==> src/rtl/tracer_mc.sv <==
// tracer_mc -- trace serializer / deserializer between FPGA trace lanes and
// the trace-buffer memory port.
//
// Trace mode (MODE_I=0): samples N = 2**clamp(NTRACE_I) lanes every DECIM_I+1
// cycles into a shadow word; completed words move to a store slot
// (DATA_O/STORE_O, held until STORE_PERM_I). A full slot plus a complete
// shadow blocks sampling and dropped samples are counted. The first accepted
// trigger latches its bit position.
// Stream mode (MODE_I=1): memory words are captured into a prefetch slot
// (LOAD_REQUEST_O/LOAD_GRANT_I/DATA_I), moved to an active slot, and handed
// out N bits at a time on FPGA_STREAM_O, advanced by FPGA_READ_I.
//
// Ports:
//   FPGA_CLK_I, RST_NI (sync, active-low)     clock / reset
//   MODE_I, NTRACE_I, DECIM_I                 static configuration
//   EVENT_POS_O, TRG_EVENT_O                  first-trigger position / flag
//   TRG_DELAYED_I, FPGA_TRIG_O                delayed trigger / stream valid
//   DATA_I, LOAD_REQUEST_O, LOAD_GRANT_I      memory read side
//   DATA_O, STORE_O, STORE_PERM_I             memory write side
//   FPGA_TRIG_I, FPGA_TRACE_I, FPGA_WRITE_VALID_O   trace lanes in
//   FPGA_READ_I, FPGA_STREAM_O                stream lanes out
//   DROP_CNT_O                                saturating drop counter
//
// Optional macro TRACER_MC_TRIG_EDGE_EN: trigger becomes rising-edge sensitive
// across consecutive sample cycles.
module tracer_mc #(
  parameter int WIDTH       = 32,
  parameter int MAX_TRACES  = 8,
  parameter int NTRACE_BITS = $clog2($clog2(MAX_TRACES) + 1),
  parameter int DROP_BITS   = 16
) (
  input  logic                     FPGA_CLK_I,
  input  logic                     RST_NI,
  input  logic                     MODE_I,
  input  logic [NTRACE_BITS-1:0]   NTRACE_I,
  input  logic [7:0]               DECIM_I,
  output logic [$clog2(WIDTH)-1:0] EVENT_POS_O,
  output logic                     TRG_EVENT_O,
  input  logic                     TRG_DELAYED_I,
  input  logic [WIDTH-1:0]         DATA_I,
  output logic                     LOAD_REQUEST_O,
  input  logic                     LOAD_GRANT_I,
  output logic [WIDTH-1:0]         DATA_O,
  output logic                     STORE_O,
  input  logic                     STORE_PERM_I,
  input  logic                     FPGA_TRIG_I,
  input  logic [MAX_TRACES-1:0]    FPGA_TRACE_I,
  output logic                     FPGA_WRITE_VALID_O,
  input  logic                     FPGA_READ_I,
  output logic [MAX_TRACES-1:0]    FPGA_STREAM_O,
  output logic                     FPGA_TRIG_O,
  output logic [DROP_BITS-1:0]     DROP_CNT_O
);

  localparam int LOG_MAX = $clog2(MAX_TRACES);
  localparam int PW      = $clog2(WIDTH);

  function automatic logic [DROP_BITS-1:0] sat_inc(input logic [DROP_BITS-1:0] v);
    return (&v) ? v : v + 1'b1;
  endfunction

  logic [NTRACE_BITS-1:0] ntr;
  logic [PW-1:0]          step, last_pos;
  logic [MAX_TRACES-1:0]  lane_mask;

  always_comb begin
    ntr = (NTRACE_I > NTRACE_BITS'(LOG_MAX)) ? NTRACE_BITS'(LOG_MAX) : NTRACE_I;
    // step wraps to 0 when N == WIDTH, which keeps the pointer pinned at 0
    step      = PW'(1) << ntr;
    last_pos  = PW'(0) - step;
    lane_mask = ~({MAX_TRACES{1'b1}} << (32'd1 << ntr));
  end

  // Trace-side state
  logic [7:0]           decim_q, decim_d;
  logic [WIDTH-1:0]     shadow_q, shadow_d, data_q, data_d;
  logic [PW-1:0]        wptr_q, wptr_d, pos_q, pos_d;
  logic                 full_q, full_d, store_q, store_d;
  logic                 trg_q, trg_d, dly_q, dly_d, prev_q, prev_d;
  logic [DROP_BITS-1:0] drop_q, drop_d;
  // Stream-side state
  logic [WIDTH-1:0]     pf_q, pf_d, act_q, act_d;
  logic                 pfv_q, pfv_d, actv_q, actv_d;
  logic [PW-1:0]        rptr_q, rptr_d;

  logic             sample, write_valid, accept, trig_cond, slot_free, rd;
  logic [WIDTH-1:0] merged;

  assign write_valid = !MODE_I && !(store_q && full_q);

  always_comb begin
    sample    = !MODE_I && (decim_q == 8'd0);
    accept    = sample && write_valid;
    slot_free = !store_q || STORE_PERM_I;
    merged    = (shadow_q & ~(WIDTH'(lane_mask) << wptr_q))
              | (WIDTH'(FPGA_TRACE_I & lane_mask) << wptr_q);
`ifdef TRACER_MC_TRIG_EDGE_EN
    trig_cond = FPGA_TRIG_I && !prev_q;
`else
    trig_cond = FPGA_TRIG_I;
`endif
    rd        = MODE_I && FPGA_READ_I && actv_q;

    decim_d  = decim_q;
    shadow_d = shadow_q;
    data_d   = data_q;
    wptr_d   = wptr_q;
    pos_d    = pos_q;
    full_d   = full_q;
    store_d  = store_q;
    trg_d    = trg_q;
    dly_d    = dly_q;
    prev_d   = prev_q;
    drop_d   = drop_q;
    pf_d     = pf_q;
    pfv_d    = pfv_q;
    act_d    = act_q;
    actv_d   = actv_q;
    rptr_d   = rptr_q;

    if (!MODE_I) begin
      decim_d = (decim_q >= DECIM_I) ? 8'd0 : decim_q + 8'd1;
      dly_d   = TRG_DELAYED_I;
      if (sample) prev_d = FPGA_TRIG_I;
      if (sample && !write_valid) drop_d = sat_inc(drop_q);
      if (accept && trig_cond && !trg_q) begin
        trg_d = 1'b1;
        pos_d = wptr_q;
      end

      if (full_q) begin
        // Complete shadow waits for the slot; no sample is accepted meanwhile
        if (STORE_PERM_I) begin
          data_d = shadow_q;
          full_d = 1'b0;
        end
      end else if (accept && (wptr_q == last_pos)) begin
        wptr_d = '0;
        if (slot_free) begin
          data_d  = merged;
          store_d = 1'b1;
        end else begin
          shadow_d = merged;
          full_d   = 1'b1;
        end
      end else begin
        if (accept) begin
          shadow_d = merged;
          wptr_d   = wptr_q + step;
        end
        if (store_q && STORE_PERM_I) store_d = 1'b0;
      end
    end else begin
      if (actv_q) begin
        if (rd) begin
          rptr_d = rptr_q + step;
          if (rptr_q == last_pos) begin
            if (pfv_q) begin
              act_d = pf_q;
              pfv_d = 1'b0;
            end else begin
              actv_d = 1'b0;
            end
          end
        end
      end else if (pfv_q) begin
        act_d  = pf_q;
        actv_d = 1'b1;
        pfv_d  = 1'b0;
      end
      // Grants only land in an empty slot, and the moves above need a full one
      if (LOAD_GRANT_I && !pfv_q) begin
        pf_d  = DATA_I;
        pfv_d = 1'b1;
      end
    end
  end

  always_ff @(posedge FPGA_CLK_I) begin
    if (!RST_NI) begin
      decim_q  <= '0;
      shadow_q <= '0;
      data_q   <= '0;
      wptr_q   <= '0;
      pos_q    <= '0;
      full_q   <= 1'b0;
      store_q  <= 1'b0;
      trg_q    <= 1'b0;
      dly_q    <= 1'b0;
      prev_q   <= 1'b1;
      drop_q   <= '0;
      pf_q     <= '0;
      pfv_q    <= 1'b0;
      act_q    <= '0;
      actv_q   <= 1'b0;
      rptr_q   <= '0;
    end else begin
      decim_q  <= decim_d;
      shadow_q <= shadow_d;
      data_q   <= data_d;
      wptr_q   <= wptr_d;
      pos_q    <= pos_d;
      full_q   <= full_d;
      store_q  <= store_d;
      trg_q    <= trg_d;
      dly_q    <= dly_d;
      prev_q   <= prev_d;
      drop_q   <= drop_d;
      pf_q     <= pf_d;
      pfv_q    <= pfv_d;
      act_q    <= act_d;
      actv_q   <= actv_d;
      rptr_q   <= rptr_d;
    end
  end

  assign EVENT_POS_O        = pos_q;
  assign TRG_EVENT_O        = trg_q;
  assign DATA_O             = data_q;
  assign STORE_O            = store_q;
  assign DROP_CNT_O         = drop_q;
  assign FPGA_WRITE_VALID_O = write_valid;
  assign LOAD_REQUEST_O     = MODE_I && !pfv_q;
  assign FPGA_TRIG_O        = MODE_I ? actv_q : dly_q;
  assign FPGA_STREAM_O      = actv_q ? (MAX_TRACES'(act_q >> rptr_q) & lane_mask)
                                     : '0;

endmodule

==> config.mk <==
export PLATFORM = sky130hd
export DESIGN_NAME = tracer_mc
export DESIGN_NICKNAME = d
export VERILOG_FILES = /design/src/rtl/tracer_mc.sv
export SDC_FILE = /design/constraint.sdc
export NUM_CORES = 1
export LEC_CHECK = 0
export BUFFER_PORTS_ARGS = -buffer_cell sky130_fd_sc_hd__buf_2
export CELL_PAD_IN_SITES_DETAIL_PLACEMENT = 1
export CELL_PAD_IN_SITES_GLOBAL_PLACEMENT = 1
export CORE_ASPECT_RATIO = 0.5
export CORE_MARGIN = 3
export CORE_UTILIZATION = 40
export CTS_CLUSTER_DIAMETER = 100
export DETAILED_ROUTE_END_ITERATION = 10
export PLACE_DENSITY_LB_ADDON = 0.05
export SLEW_MARGIN = 20
export SYNTH_ARGS = -nofsm -noshare
export SYNTH_HDL_FRONTEND = slang
export SYNTH_SLANG_ARGS = --single-unit
==> constraint.sdc <==
create_clock -name FPGA_CLK_I -period 3.4 [get_ports FPGA_CLK_I]
set_input_delay 0.34 -clock FPGA_CLK_I [delete_from_list [all_inputs] [get_ports FPGA_CLK_I]]
set_output_delay 0.34 -clock FPGA_CLK_I [all_outputs]
set_load 0.02 [all_outputs]
==> results of run 1 <==
## per-layer routing
metal,share of wire,vias up,GRT usage
li1,-,4515,-
met1,0.47,4572,0.3191
met5,0,-,0
met4,0.024,0,0.07985
met2,0.46,199,0.3976
met3,0.045,48,0.04255
## cell usage after synthesis, drive strengths merged, types with 15 or more instances
cell and instances:
ha 16, o21ai 81, mux2i 44, inv 28, buf 33, a211oi 21, xor2 15, o21a 17
nor3 16, nor2 80, nand3 26, nand2 188, a21oi 153, mux4 26, dfxtp 173, clkbuf 67
## worst paths after layout
check                                         to  cells past startpoint       start
worst min register to register          pf_q[14]                      2    pf_q[14]
worst max register to register      shadow_q[28]                      8  decim_q[0]
worst min-delay path                    pf_q[22]                      3  DATA_I[22]
worst max-delay path            FPGA_STREAM_O[1]                      6   rptr_q[1]
## through the flow
step | utilization | worst slack [ps] | power (mW) | hold WS [ps] | instances
2_1_floorplan | - | 25.76 | 2.525 | 432.1 | 1215
5_1_grt | 0.4828 | 45.77 | 4.821 | 120.3 | 1632
3_3_place_gp | 0.4586 | 452.7 | 2.708 | 442.8 | 1600
6_report | 0.4828 | 221.0 | 4.617 | 128.9 | 1632
4_1_cts | 0.4828 | 171.9 | 4.658 | 108.1 | 1632
3_5_place_dp | 0.4586 | 376.3 | 2.726 | 451.9 | 1600
## area by class of cell
class / instances / area, um2
clock buffers: 19 / 432.9
clock inverters: 13 / 133.9
fillers: 2824 / 12140
inverters: 29 / 111.4
multi-input cells: 913 / 5846
flip-flops and latches: 173 / 3463
well taps: 328 / 410.4
repair buffers: 157 / 933.4
## cells by family (layout without fill, tap and decap cells)
group | after synthesis | after routing | synth area share
xor gates and xnor gates | 28 | 28 | 0.02494
DFF | 173 | 173 | 0.3523
adders and majority gates | 20 | 20 | 0.02647
buffers and inverters | 129 | 218 | 0.05319
AOI/OAI and AO/OA | 372 | 372 | 0.2300
and+or+nand+nor | 416 | 416 | 0.2008
muxes | 77 | 77 | 0.1124
## sequential cells by signal, summed over array words and instances, names as in the netlist
signal / flops
full_q: 1
TRG_EVENT_O: 1
shadow_q: 32
pf_q: 32
wptr_q: 5
dly_q: 1
EVENT_POS_O: 5
STORE_O: 1
pfv_q: 1
decim_q: 8
DROP_CNT_O: 16
actv_q: 1
rptr_q: 5
act_q: 32
DATA_O: 32
## tightest hold or removal path, delay by kind of cell
| family | cells | cell delay, ps |
|---|---|---|
| buf+inv | 1 | 90 |
| compound gates | 1 | 50 |
| simple gates | 1 | 50 |
## power by group
part / internal, mW / switching, mW
sequential: 2.07 / 0.0431
clock: 1.03 / 0.907
combinational: 0.198 / 0.372
==> flow_metrics.tcl, run 1 <==
set metrics [dict create \
    run_status "complete, no violations" \
    skew_ps 9.550 \
    ctsHtreeMaxLevel 4 \
    p_leak_nw 4.279 \
    num_vias 9334 \
    ctsHoldBuffers 0 \
    peakVddDrop_mv 0.3310 \
    layout.cells.most_common_list "nand2_1, dfxtp_1, a21oi_1, buf_2, nor2_1" \
    ys_async_sr_fraction 0 \
    grt_start_max_net_pins 73 \
    synth_nets 1291 \
    crit_fanout 26 \
    insertion_delay_ps 450 \
    synth-seq-cells 173 \
    postCtsSetupBuffers 0 \
    rsz0062_at_grt "no" \
    yosysWarnings 0 \
    pin_count 124 \
    synth_flop_cell "dfxtp_1" \
    cts_tree "built" \
    cts_root_buf "clkbuf_16" \
    maxCapViolations 0 \
    gp_congestion 0.8680 \
    core_region_area_um2 23470 \
    postSynthCellCount 1215 \
    area_growth_syn_to_layout_pct 15.25 \
    final_layout_size_suffix_gt1_frac 0.1871 \
    drtIter0Drc 682 \
    die_h_um 116.9 \
    viasPerCell 5.719 \
    hold_path_class "in -> reg" \
    start_util 0.4189 \
    criticalPathCategory "reg -> out" \
    cp_common_cell "mux4_2" \
    clkSinkCount 173 \
    cp-start-kind "register" \
    finalNetCount 1367 \
    reg2reg_slack_ps 500 \
    cp_slowest_cell "dfxtp_1" \
    synthesis.area_um2 9832 \
    cpPeakStageDelay_ps 500 \
    final-setup-viol-count 0 \
    wl_per_cell_um 19.36 \
    crit_family "multiplexers" \
    antenna_found_initial 0 \
    drc 0 \
    design_area_um2 11330 \
    clk_path_buf_depth 2 \
    final_antenna_net_count 0 \
    hold_viol 0 \
    tightest_slew_ps 1019 \
    dieWidth_um 227.7 \
    numCtsBuffers 17 \
    yosys.area.top_type_share 0.3523 \
    num_antenna_cells 0 \
    path_cells "buf_12 -> mux2i_1 -> mux4_2 -> mux4_2 -> nor3b_1 -> buf_2" \
    max-slew-margin-rel 0.3190 \
    synth.distinct_cells 78 \
    dr.pass1.iters 5 \
    cts_resized 0 \
    cp_data_arrival_time_ps 2840 \
    finalCritPeriodShare 0.9350 \
    synth_edf_count 0 \
    synth_seq_area_share 0.3523 \
    fmax_mhz 314.6 \
    grt_use_total 0.2389 \
    power.density_nw_per_um2 407.5 \
    path_buf_inv 2 \
    grt_pass1_vias 9203 \
    slew_viol_final 0 \
    grt_pass1_wl_um 50940 \
    num_rows 39 \
    yosysTopAreaCell "dfxtp_1" \
    layout_commonest_cell "nand2_1" \
    grt-ovfl-total 0 \
    avgSynthCellArea_um2 8.092 \
    clk_pin_slew_ps 70 \
    fin_crit_ps 3179 \
    crit_required_ps 3060 \
    die_area_um2 26610 \
    cp-end-kind "output port" \
    synth_area_leaders "dfxtp_1, a21oi_1, nand2_1, mux4_2, mux2i_1" \
    hpwl_um 23030 \
    setup_tns_ps 0 \
    postRouteWirelength_um 31600 \
    port-buffer-count 123 \
    place_area_um2 10760 \
]
No activity file was read; power rests on OpenSTA's default activity.
==> run 2, diff against run 1 <==
Settings changed: BUFFER_PORTS_ARGS -buffer_cell sky130_fd_sc_hd__buf_2 to default, CORE_UTILIZATION 40 to 43, DONT_BUFFER_PORTS from default to 1.
==> flow_metrics.tcl, run 2 (synthesis gave the netlist of run 1 again) <==
set metrics [dict create \
    utilization 0.4911 \
    skew_ps 9.783 \
    switching_power_mw 1.256 \
    hpwl_um 22240 \
    reg2reg_slack_ps 530 \
    dieWidth_um 219.8 \
    grt_use_total 0.2641 \
    peakVddDrop_mv 0.2413 \
    grt_start_max_net_pins 87 \
    viasPerCell 6.067 \
    critPathLaunch "rptr_q[1]" \
    cp_data_arrival_time_ps 2740 \
    design_area_um2 10830 \
    cp-start-kind "register" \
    rr_worst_depth 8 \
    drtIter0Drc 512 \
    placedCellCount 1453 \
    criticalPathCategory "reg -> out" \
    core_region_area_um2 22060 \
    tightest_slew_ps 1008 \
    nFillCells 2641 \
    insertion_delay_ps 460 \
    antenna_found_initial 0 \
    grt-ovfl-total 0 \
    die_area_um2 24830 \
    holdWs_ps 30.42 \
    run_status "complete, no violations" \
    switching_share 0.2688 \
    finalCritPeriodShare 0.9058 \
    maxCapViolations 0 \
    fin_crit_ps 3080 \
    crit_fanout 24 \
    final_layout_size_suffix_gt1_frac 0.1043 \
    finalNetCount 1262 \
    layout.cells.most_common_list "nand2_1, dfxtp_1, a21oi_1, nor2_1, o21ai_0" \
    hold_viol 0 \
    cp-endpoint "FPGA_STREAM_O[2]" \
    numCtsBuffers 17 \
    wl_per_cell_um 21.36 \
    hold_depth 2 \
    drc 0 \
    ctsHtreeMaxLevel 4 \
    num_vias 9095 \
    grt_pass1_wl_um 52030 \
    grt_pass1_vias 9299 \
    clkSinkCount 173 \
    cell_internal_pwr_mw 3.417 \
    setup_tns_ps 0 \
    slew_viol_final 0 \
    pin_count 124 \
    worstReg2RegEnd "DATA_O[10]" \
    finalNonFillerCells 1499 \
    gp_congestion 0.8643 \
    die_h_um 112.9 \
    postRouteWirelength_um 32020 \
    p_leak_nw 3.793 \
    cts_root_buf "clkbuf_16" \
    area_growth_syn_to_layout_pct 10.19 \
    place_area_um2 10090 \
    seqPwrFrac 0.453 \
    num_rows 38 \
    clkPwrFrac 0.436 \
    final-setup-viol-count 0 \
    clk_pin_slew_ps 70 \
    combPwrFrac 0.111 \
    clk_path_buf_depth 2 \
    dr.pass1.iters 5 \
    path_cells "buf_4 -> mux4_2 -> mux2i_1 -> mux4_2 -> nor2_1 -> buf_4" \
    rsz0062_at_grt "no" \
    power.density_nw_per_um2 431.4 \
    num_antenna_cells 0 \
    layout_commonest_cell "nand2_1" \
    cp-end-kind "output port" \
    fmax_mhz 324.7 \
    final_antenna_net_count 0 \
    cts_tree "built" \
    r2r_start "decim_q[0]" \
    cpPeakStageDelay_ps 660 \
    crit_required_ps 3060 \
    start_util 0.4457 \
    port-buffer-count 0 \
    cp_slowest_cell "dfxtp_2" \
    max-slew-margin-rel 0.3208 \
    hold_path_class "in -> reg" \
]
-- run 2: cell types whose count changed in the layout (fill, tap and decap cells not counted), moves of 2 or more --
cell and change:
inv_6 -2, clkinvlp_4 -4, inv_8 -2, buf_4 +8, dlygate4sd3_1 +14, buf_12 -4
buf_2 -123, clkbuf_8 +4
-- run 2: how the worst min path moves through the flow --
stage / startpoint / to / slack [ps]
2_1_floorplan: pf_q[0] / act_q[0] / 430
3_3_place_gp: pf_q[29] / act_q[29] / 440
3_5_place_dp: pf_q[21] / pf_q[21] / 450
4_1_cts: DATA_I[14] / pf_q[14] / 1
5_1_grt: RST_NI / DATA_O[29] / 20
6_report: DATA_I[14] / pf_q[14] / 30
-- run 2: area by class of cell --
class	instances	area (um2)	area share
clock buffer	24	491.7	0.04539
clock inverter	8	107.6	0.009932
inverter	29	111.4	0.01028
multi-input combinational	913	5846	0.5396
sequential	173	3465	0.3198
tap	300	375.4	0.03465
timing repair buffer	52	437.9	0.04042
-- run 2: timing repair --
action / CTS / global route
setup buffers: 0 / 0
hold endpoints to repair: 16 / 0
resized for setup: 1 / 0
setup endpoints to repair: 2 / 0
hold buffers: 14 / 0
-- run 2: critical path: cells and delay by family, from the launching register on --
kind	cells	cell delay, ps
mux	3	1110
buf+inv	2	470
flops	1	660
simple gates	1	60
-- run 2: stage by stage --
stage | total power [mW] | worst slack, ps
finish | 4.674 | 320.1
floorplan | 2.525 | 25.76
detailed placement | 2.659 | 442.6
CTS | 4.712 | 287.2
global route | 4.862 | 210.9
global placement | 2.641 | 535.1
-- run 2: power groups by stage --
| stage | sequential, mW | clock (mW) | combinational [mW] |
|---|---|---|---|
| after floorplan | 2.14 | 0 | 0.381 |
| after global placement | 2.16 | 0 | 0.481 |
| final | 2.12 | 2.04 | 0.517 |
| after global routing | 2.12 | 2.17 | 0.569 |
| after detailed placement | 2.16 | 0 | 0.496 |
| after CTS | 2.12 | 2.08 | 0.514 |
-- run 2: per-layer routing --
metal  up-vias  track usage  part of all wire
li1       4296            -                 -
met2       200       0.4419              0.48
met4         0      0.09769             0.025
met5         -            0                 0
met1      4547       0.3452              0.46
met3        52      0.04400             0.041
